`src/rtl/instr_register_pkg.sv`:
```
// Shared types for the instruction register and its sequencer.
//   opcode_t / operand_t / address_t : instruction payload and slot index
//   ctrl_state_t                      : sequencer control state
//   SEQ_DEPTH                         : default sequencer queue depth
package instr_register_pkg;

  localparam int unsigned ADDR_W    = 5;
  localparam int unsigned OPND_W    = 32;
  localparam int unsigned CNT_W     = 6;
  localparam int unsigned SEQ_DEPTH = 32;

  typedef enum logic [3:0] {
    ZERO, PASSA, PASSB, ADD, SUB, MULT, DIV, MOD
  } opcode_t;

  typedef logic signed [OPND_W-1:0] operand_t;
  typedef logic [ADDR_W-1:0]        address_t;

  typedef enum logic [1:0] {IDLE, RUN, DRAIN} ctrl_state_t;

  // Opcodes that would trap on a zero divisor.
  function automatic logic is_div_op(input opcode_t op);
    return (op == DIV) || (op == MOD);
  endfunction

endpackage

```
`src/rtl/instr_reg_sequencer_rr_arbiter2.sv`:
```
// Two-requester round-robin arbiter.
//   rq_valid : request lines, [0] = producer 0
//   advance  : a granted transfer was accepted this cycle
//   grant    : one-hot grant (combinational), 0 when nobody requests
module rr_arbiter2 (
  input  logic       clk,
  input  logic       reset_n,
  input  logic [1:0] rq_valid,
  input  logic       advance,
  output logic [1:0] grant
);

  logic last_grant;

  // Contention goes to whoever was not served last.
  always_comb begin
    grant = rq_valid;
    if (rq_valid == 2'b11) begin
      grant = last_grant ? 2'b01 : 2'b10;
    end
  end

  // Reset to 1 so producer 0 wins the first contention.
  always_ff @(posedge clk or negedge reset_n) begin
    if (!reset_n) begin
      last_grant <= 1'b1;
    end else if (advance && (|grant)) begin
      last_grant <= grant[1];
    end
  end

endmodule

```
`src/rtl/instr_reg_sequencer.sv`:
```
// Controller for the instruction register: arbitrates two producers onto the
// write port, tracks the circular queue pointers and hands entries in order
// to one consumer. Holds no instruction data.
//   start/stop/flush           : control requests
//   rq_valid/rq_ready/rq_*     : producer handshake and payloads
//   load_en/write_pointer/...  : register write port (combinational)
//   read_pointer/iw_valid/ready: consumer side
//   count/state/err_div0       : status
module instr_reg_sequencer
  import instr_register_pkg::*;
#(
  parameter int unsigned DEPTH = SEQ_DEPTH
) (
  input  logic              clk,
  input  logic              reset_n,
  input  logic              start,
  input  logic              stop,
  input  logic              flush,
  input  logic [1:0]        rq_valid,
  output logic [1:0]        rq_ready,
  input  opcode_t  [1:0]    rq_opcode,
  input  operand_t [1:0]    rq_operand_a,
  input  operand_t [1:0]    rq_operand_b,
  output logic              load_en,
  output address_t          write_pointer,
  output opcode_t           opcode,
  output operand_t          operand_a,
  output operand_t          operand_b,
  output address_t          read_pointer,
  output logic              iw_valid,
  input  logic              iw_ready,
  output logic [CNT_W-1:0]  count,
  output ctrl_state_t       state,
  output logic              err_div0
);

  ctrl_state_t      state_q, state_d;
  address_t         wr_ptr, rd_ptr;
  logic [CNT_W-1:0] count_q;
  logic [1:0]       grant;
  logic             accept, rd_fire, sel;

  // Full blocks writes regardless of a same-cycle read.
  assign accept   = (state_q == RUN) && !flush && (count_q != CNT_W'(DEPTH));
  assign rq_ready = accept ? grant : 2'b00;
  assign load_en  = |rq_ready;
  assign iw_valid = (state_q != IDLE) && (count_q != '0) && !flush;
  assign rd_fire  = iw_valid && iw_ready;

  rr_arbiter2 u_arb (
    .clk      (clk),
    .reset_n  (reset_n),
    .rq_valid (rq_valid),
    .advance  (accept),
    .grant    (grant)
  );

  // Payload mux defaults to producer 0 when nothing is granted.
  assign sel           = grant[1];
  assign opcode        = rq_opcode[sel];
  assign operand_a     = rq_operand_a[sel];
  assign operand_b     = rq_operand_b[sel];
  assign write_pointer = wr_ptr;
  assign read_pointer  = rd_ptr;
  assign count         = count_q;
  assign state         = state_q;

  // State register.
  always_ff @(posedge clk or negedge reset_n) begin
    if (!reset_n) begin
      state_q <= IDLE;
    end else begin
      state_q <= state_d;
    end
  end

  // Next state: flush > stop > start.
  always_comb begin
    state_d = state_q;
    if (flush) begin
      state_d = IDLE;
    end else begin
      unique case (state_q)
        IDLE:    if (start && !stop) state_d = RUN;
        RUN:     if (stop) state_d = DRAIN;
        DRAIN:   if (count_q == '0) state_d = IDLE;
        default: state_d = IDLE;
      endcase
    end
  end

  // Queue pointers and occupancy; wrap at DEPTH-1 keeps upper bits zero.
  always_ff @(posedge clk or negedge reset_n) begin
    if (!reset_n) begin
      wr_ptr  <= '0;
      rd_ptr  <= '0;
      count_q <= '0;
    end else if (flush) begin
      wr_ptr  <= '0;
      rd_ptr  <= '0;
      count_q <= '0;
    end else begin
      if (load_en) begin
        wr_ptr <= (wr_ptr == address_t'(DEPTH-1)) ? '0 : wr_ptr + address_t'(1);
      end
      if (rd_fire) begin
        rd_ptr <= (rd_ptr == address_t'(DEPTH-1)) ? '0 : rd_ptr + address_t'(1);
      end
      case ({load_en, rd_fire})
        2'b10:   count_q <= count_q + CNT_W'(1);
        2'b01:   count_q <= count_q - CNT_W'(1);
        default: count_q <= count_q;
      endcase
    end
  end

  // Divide-by-zero flag for the entry written this cycle.
  always_ff @(posedge clk or negedge reset_n) begin
    if (!reset_n) begin
      err_div0 <= 1'b0;
    end else begin
      err_div0 <= load_en && is_div_op(opcode) && (operand_b == '0);
    end
  end

endmodule

```
`config.mk`:
```
export PLATFORM = sky130hd
export DESIGN_NAME = instr_reg_sequencer
export DESIGN_NICKNAME = d
export VERILOG_FILES = /design/src/rtl/instr_register_pkg.sv /design/src/rtl/instr_reg_sequencer_rr_arbiter2.sv /design/src/rtl/instr_reg_sequencer.sv
export SDC_FILE = /design/constraint.sdc
export NUM_CORES = 1
export LEC_CHECK = 0
export BUFFER_PORTS_ARGS = -buffer_cell sky130_fd_sc_hd__buf_2
export CAP_MARGIN = 0
export CORE_MARGIN = 8
export CORE_UTILIZATION = 39
export DETAILED_ROUTE_END_ITERATION = 6
export PLACE_DENSITY_LB_ADDON = 0.08
export SYNTH_ARGS = -nofsm -noshare
export SYNTH_HDL_FRONTEND = slang
export SYNTH_SLANG_ARGS = --single-unit
```
`constraint.sdc`:
```
create_clock -name clk -period 10.12 [get_ports clk]
set_input_delay 3.036 -clock clk [delete_from_list [all_inputs] [get_ports clk]]
set_output_delay 3.036 -clock clk [all_outputs]
set_load 0.005 [all_outputs]
```
==> metrics.cfg, run 1 <==
[outcome]
status=finished, final reports clean

[power_and_ir_drop]
p_per_area_nw_per_um2=96.80
ir_drop_uv=74.09
p_leak_nw=2.010

[synthesis]
synth-async-reset-ratio_pct=100.0
ys_top_cells_by_area=mux2_2 24%, dfrtp_1 21%, nand2_1 12%
syn_area_um2=2310
syn-num-nets=420
yosys_register_bits=20
synthSimpleGateAreaFrac_pct=28.22
synth_xor_area_share_pct=1.138
synth.top_cell.area_share_pct=23.89
synth_edf_count=0
synth_top_family_by_area=simple AND/OR/NAND/NOR gates
synthMuxAreaShare_pct=27.57
ys_warn_count=0
synth_ff_type=dfrtp_1
yosysSeqAreaShare_pct=21.72
synth_adder_area_share_pct=5.200
syn_inst=267
synth_top_area_cell=mux2_2
yosysUniqueCellTypes=53
syn_avg_cell_area_um2=8.651
synth_compound_area_share_pct=12.24

[run]
drv_cap=0

[clock_tree]
clkTransAtPathRegs_ns=0.07
clock_latency_ns=0.26
ctsResizeCount=0
h-tree-depth=1
post-cts-setup-buffer-count=0
numCtsBuffers=3
cts_hold_buf=0
cts-root-buf=clkbuf_8
cts_tree=built
cts.sinks=20
cts_buffer_depth=2

[timing]
min_period_ns=8.033
worst_pin_slew_ns=1.214
slew-limit-headroom_pct=18.88
finalSetupViolCount=0
rsz0062_at_grt=false
worst_slack_ns=2.087
hold_viol=0
max_freq_mhz=124.5
timing.hold.ws_ns=0.5499
setup_tns_ns=0
post-route-period-util_pct=79.38
fin_worst_skew_ns=0.002086
slew_violations=0

[worst_setup_path]
reg2reg_to=count[5]
endpoint_kind=output pin
worstPathRequired_ns=7.08
regToRegSetupSlack_ns=6.35
worst_setup_path_start_kind=primary input
crit_fanout=43
path_class=in -> out
worstRegToRegCells=11
rr_startpoint=count[1]
crit_arrival_ns=5.00

[grt]
antenna_found_initial=1
overflow=0
grt_max_degree=44
grt_pass1_vias=3154
grt_pass1_wl_um=16420
track_usage_pct=23.91

[worst_hold_path]
whs_path_depth=1
holdCritStartpoint=read_pointer[2]
hp-class=reg -> reg
holdPathEnd=read_pointer[2]

[floorplan]
core_um2=5816
die_y_um=92.96
dieArea_um2=8641
start_util_pct=39.72
die_width_um=92.96
placementRows=28
ioPinCount=235

[placed_design]
port-buffer-count=234
detailed_place_hpwl_um=9445
gp_congestion=0.8176
post-place-ws_ns=2.093

[detailed_routing]
drtIter0Drc=101
routedWlPerCell_um=18.88
wl_um=10760
vias_per_cell=5.065
route.vias.total=2887
ant_nets=0
drcViolationCount=0
first_pass_iters=4

[cells_and_area]
fillers=536
nets=648
final_core_util_pct=61.92
drive_above_1_share_pct=63.36
synthToLayoutAreaGrowth_pct=55.90

## how the worst max path moves through the flow
stage	start	to	slack (ns)
global route	rq_valid[1]	operand_a[22]	1.96
global placement	rq_valid[1]	operand_a[23]	2.12
finish	rq_valid[1]	operand_a[22]	2.09
floorplan	rq_valid[1]	operand_a[16]	2.74
detailed placement	rq_valid[1]	operand_a[22]	2.09
CTS	rq_valid[1]	operand_a[22]	2.08
## synth_stat cells, types with 5 or more instances
library cell	n
nand2_1	72
mux2_2	49
dfrtp_1	19
nor2_1	13
ha_1	8
nor4_1	8
a21oi_1	7
o21ai_0	7
nor4b_1	6
buf_2	5
clkbuf_1	5
mux2_4	5
## final cells by class
| class | count | area [µm²] | share of cell area, % |
|---|---|---|---|
| multi-input cells | 231 | 1729 | 48.02 |
| flip-flops and latches | 20 | 501.7 | 13.93 |
| inverters | 3 | 16.27 | 0.4517 |
| clock buffers | 3 | 41.29 | 1.147 |
| repair buffers | 236 | 1186 | 32.94 |
| clock inverters | 1 | 30.03 | 0.8339 |
| diodes | 1 | 2.502 | 0.06949 |
| well taps | 75 | 93.84 | 2.606 |
## sequential cells by signal, summed over array words and instances, names as in the netlist
signal,count
err_div0,1
u_arb.last_grant,1
write_pointer,5
state,2
read_pointer,5
count,6
## cell families after synthesis
family          count (synthesis)
compound gates                 34
xor+xnor                        3
fa+ha+maj                       9
buf+inv                        16
flops                          20
mux                            55
simple gates                  130
## cells in the final DEF, fill, tap and decap left out, types with 3 or more instances in the layout
cell type	instances
nor4b_1	6
nand3_1	3
mux2_4	5
nor2_1	13
nand2_1	72
ha_1	8
nor3_1	3
nor4_1	8
a21oi_1	7
clkbuf_8	3
mux2_2	49
o21ai_0	7
buf_2	234
nand3b_1	4
dfrtp_1	19
or4_1	3
## metal layers
metal  routed length, µm  share of wire, %  vias up  track usage (%)
met4                 242               2.2        0            7.383
met5                   0                 0        -                0
met1                4015                37     1331            26.29
li1                    -                 -     1422                -
met2                5671                53      116            43.08
met3                 830               7.7       18            6.877
## stage by stage
stage | instances | total power, mW | area [µm²]
after floorplan | 267 | 0.1894 | 2310
after CTS | 569 | 0.3516 | 3598
final | 570 | 0.3486 | 3601
after detailed placement | 565 | 0.2714 | 3527
after global placement | 565 | 0.2695 | 3527
after global routing | 570 | 0.3725 | 3601
## report_power, final
group	internal (mW)	leakage (nW)	switching (mW)
registers	0.0867	0.272	0.0110
logic	0.0912	1.70	0.0806
clock network	0.0528	0.0357	0.0264
## worst max-delay path, cell delays in order
cell,delay [ns]
buf_2,0.11
a21boi_4,0.94
buf_4,0.39
mux2_2,0.36
buf_2,0.13
Note: power is estimated with default switching activity, not from simulation.
==> run 2: changes to the inputs <==
Settings changed: CORE_UTILIZATION 39 to 36.
Clock period 10.12 ns to 8.1 ns, I/O delays scaled along.
==> metrics.cfg, run 2 (synthesized netlist as in run 1, its figures left out) <==
[outcome]
status=finished, final reports clean

[detailed_routing]
ant_nets=0
first_pass_iters=4
drcViolationCount=0
route.vias.total=2933
drtIter0Drc=85
vias_per_cell=5.119
routedWlPerCell_um=18.53
wl_um=10620

[grt]
track_usage_pct=21.01
grt_max_degree=74
antenna_found_initial=4
overflow=0
grt_pass1_vias=2948
grt_util_met1_pct=22.69
grt_use_met2_pct=36.49
top_usage_layer=met2
grt_pass1_wl_um=15100
grt_util_met3_pct=6.240

[floorplan]
ioPinCount=235
die_width_um=96.10
placementRows=29
start_util_pct=36.79
core_um2=6277
dieArea_um2=9235
die_y_um=96.10

[cells_and_area]
final_cell_mix=234 x buf_2, 72 x nand2_1, 49 x mux2_2, 19 x dfrtp_1, 13 x nor2_1
synthToLayoutAreaGrowth_pct=55.90
final_area_um2=3601
final_core_util_pct=57.37
fillers=601
seqCellArea_um2=501.7
largest_register_ffs=6
nets=647
final_common_cell=buf_2
multi_input_area_um2=1729
drive_above_1_share_pct=63.29

[power_and_ir_drop]
power.total_mw=0.4345
p_per_area_nw_per_um2=120.7
p_leak_nw=2.006
ir_drop_uv=121.0

[worst_setup_path]
path_cells=buf_2, a21boi_4, buf_4, mux2_2, buf_2
crit_path_frequent_cell=buf_2
crit_fanout=73
worstPathRequired_ns=5.67
worst_setup_path_start_kind=primary input
path_class=in -> out
slowest_delay_ns=0.64
slowest_stage=buf_4
endpoint_kind=output pin
crit_arrival_ns=3.96
worstRegToRegCells=11

[timing]
min_period_ns=6.388
hold_viol=0
setup_tns_ns=0
slew_violations=0
worst_pin_slew_ns=0.8102
rsz0062_at_grt=false
post-route-period-util_pct=78.87
fin_worst_skew_ns=0.004040
max_freq_mhz=156.5
slew-limit-headroom_pct=45.98
finalSetupViolCount=0
timing.hold.ws_ns=0.5323

[worst_hold_path]
hp-class=reg -> reg
whs_path_depth=1

[placed_design]
gp_congestion=0.8622
detailed_place_hpwl_um=9262
placed_cell_area_um2=3522
port-buffer-count=234

[clock_tree]
post-cts-setup-buffer-count=0
ctsResizeCount=0
cts_buffer_depth=2
clkTransAtPathRegs_ns=0.08
cts.sinks=20
numCtsBuffers=3
clock_latency_ns=0.26
h-tree-depth=1
cts_hold_buf=0
cts-root-buf=clkbuf_8
cts_tree=built

[run]
drv_cap=0

[run 2: metrics by stage]
stage	worst slack [ns]	cells
6_report	1.712	573
5_1_grt	1.615	573
4_1_cts	1.737	570
3_5_place_dp	1.742	566
3_3_place_gp	1.755	566
2_1_floorplan	1.928	267
[run 2: worst max-delay path: cells and delay by family]
kind,cells,cell delay (ns)
multiplexers,1,0.44
buffers and inverters,3,0.91
AO/OA/AOI/OAI,1,0.14
[run 2: final cells by class]
cell class                 instances  area share (%)
inverter                           3          0.4517
clock inverter                     1          0.8339
timing repair buffer             235           32.73
antenna                            3          0.2085
clock buffer                       3           1.147
multi-input combinational        231           48.02
tap                               77           2.675
sequential                        20           13.93
[run 2: power breakdown]
part	switching (mW)	internal (mW)
Sequential	0.0133	0.108
Clock	0.0362	0.0660
Combinational	0.0978	0.113
Total	0.147	0.287
[run 2: worst paths after layout]
kind / start / to / slack (ns)
max reg2reg: count[0] / count[5] / 4.35
max: rq_valid[0] / operand_b[8] / 1.71
min reg2reg: read_pointer[2] / read_pointer[2] / 0.53
min in group asynchronous: reset_n / count[0] / 2.10
min: read_pointer[2] / read_pointer[2] / 0.53
max in group asynchronous: reset_n / u_arb.last_grant / 5.66
[run 2: metal layers]
metal  part of all wire (%)  wire length [µm]  up-vias
met4                    3.8               408        2
met1                     36              3816     1343
met5                   0.12                13        -
met2                     52              5469      130
met3                    8.5               907       33
li1                       -                 -     1425
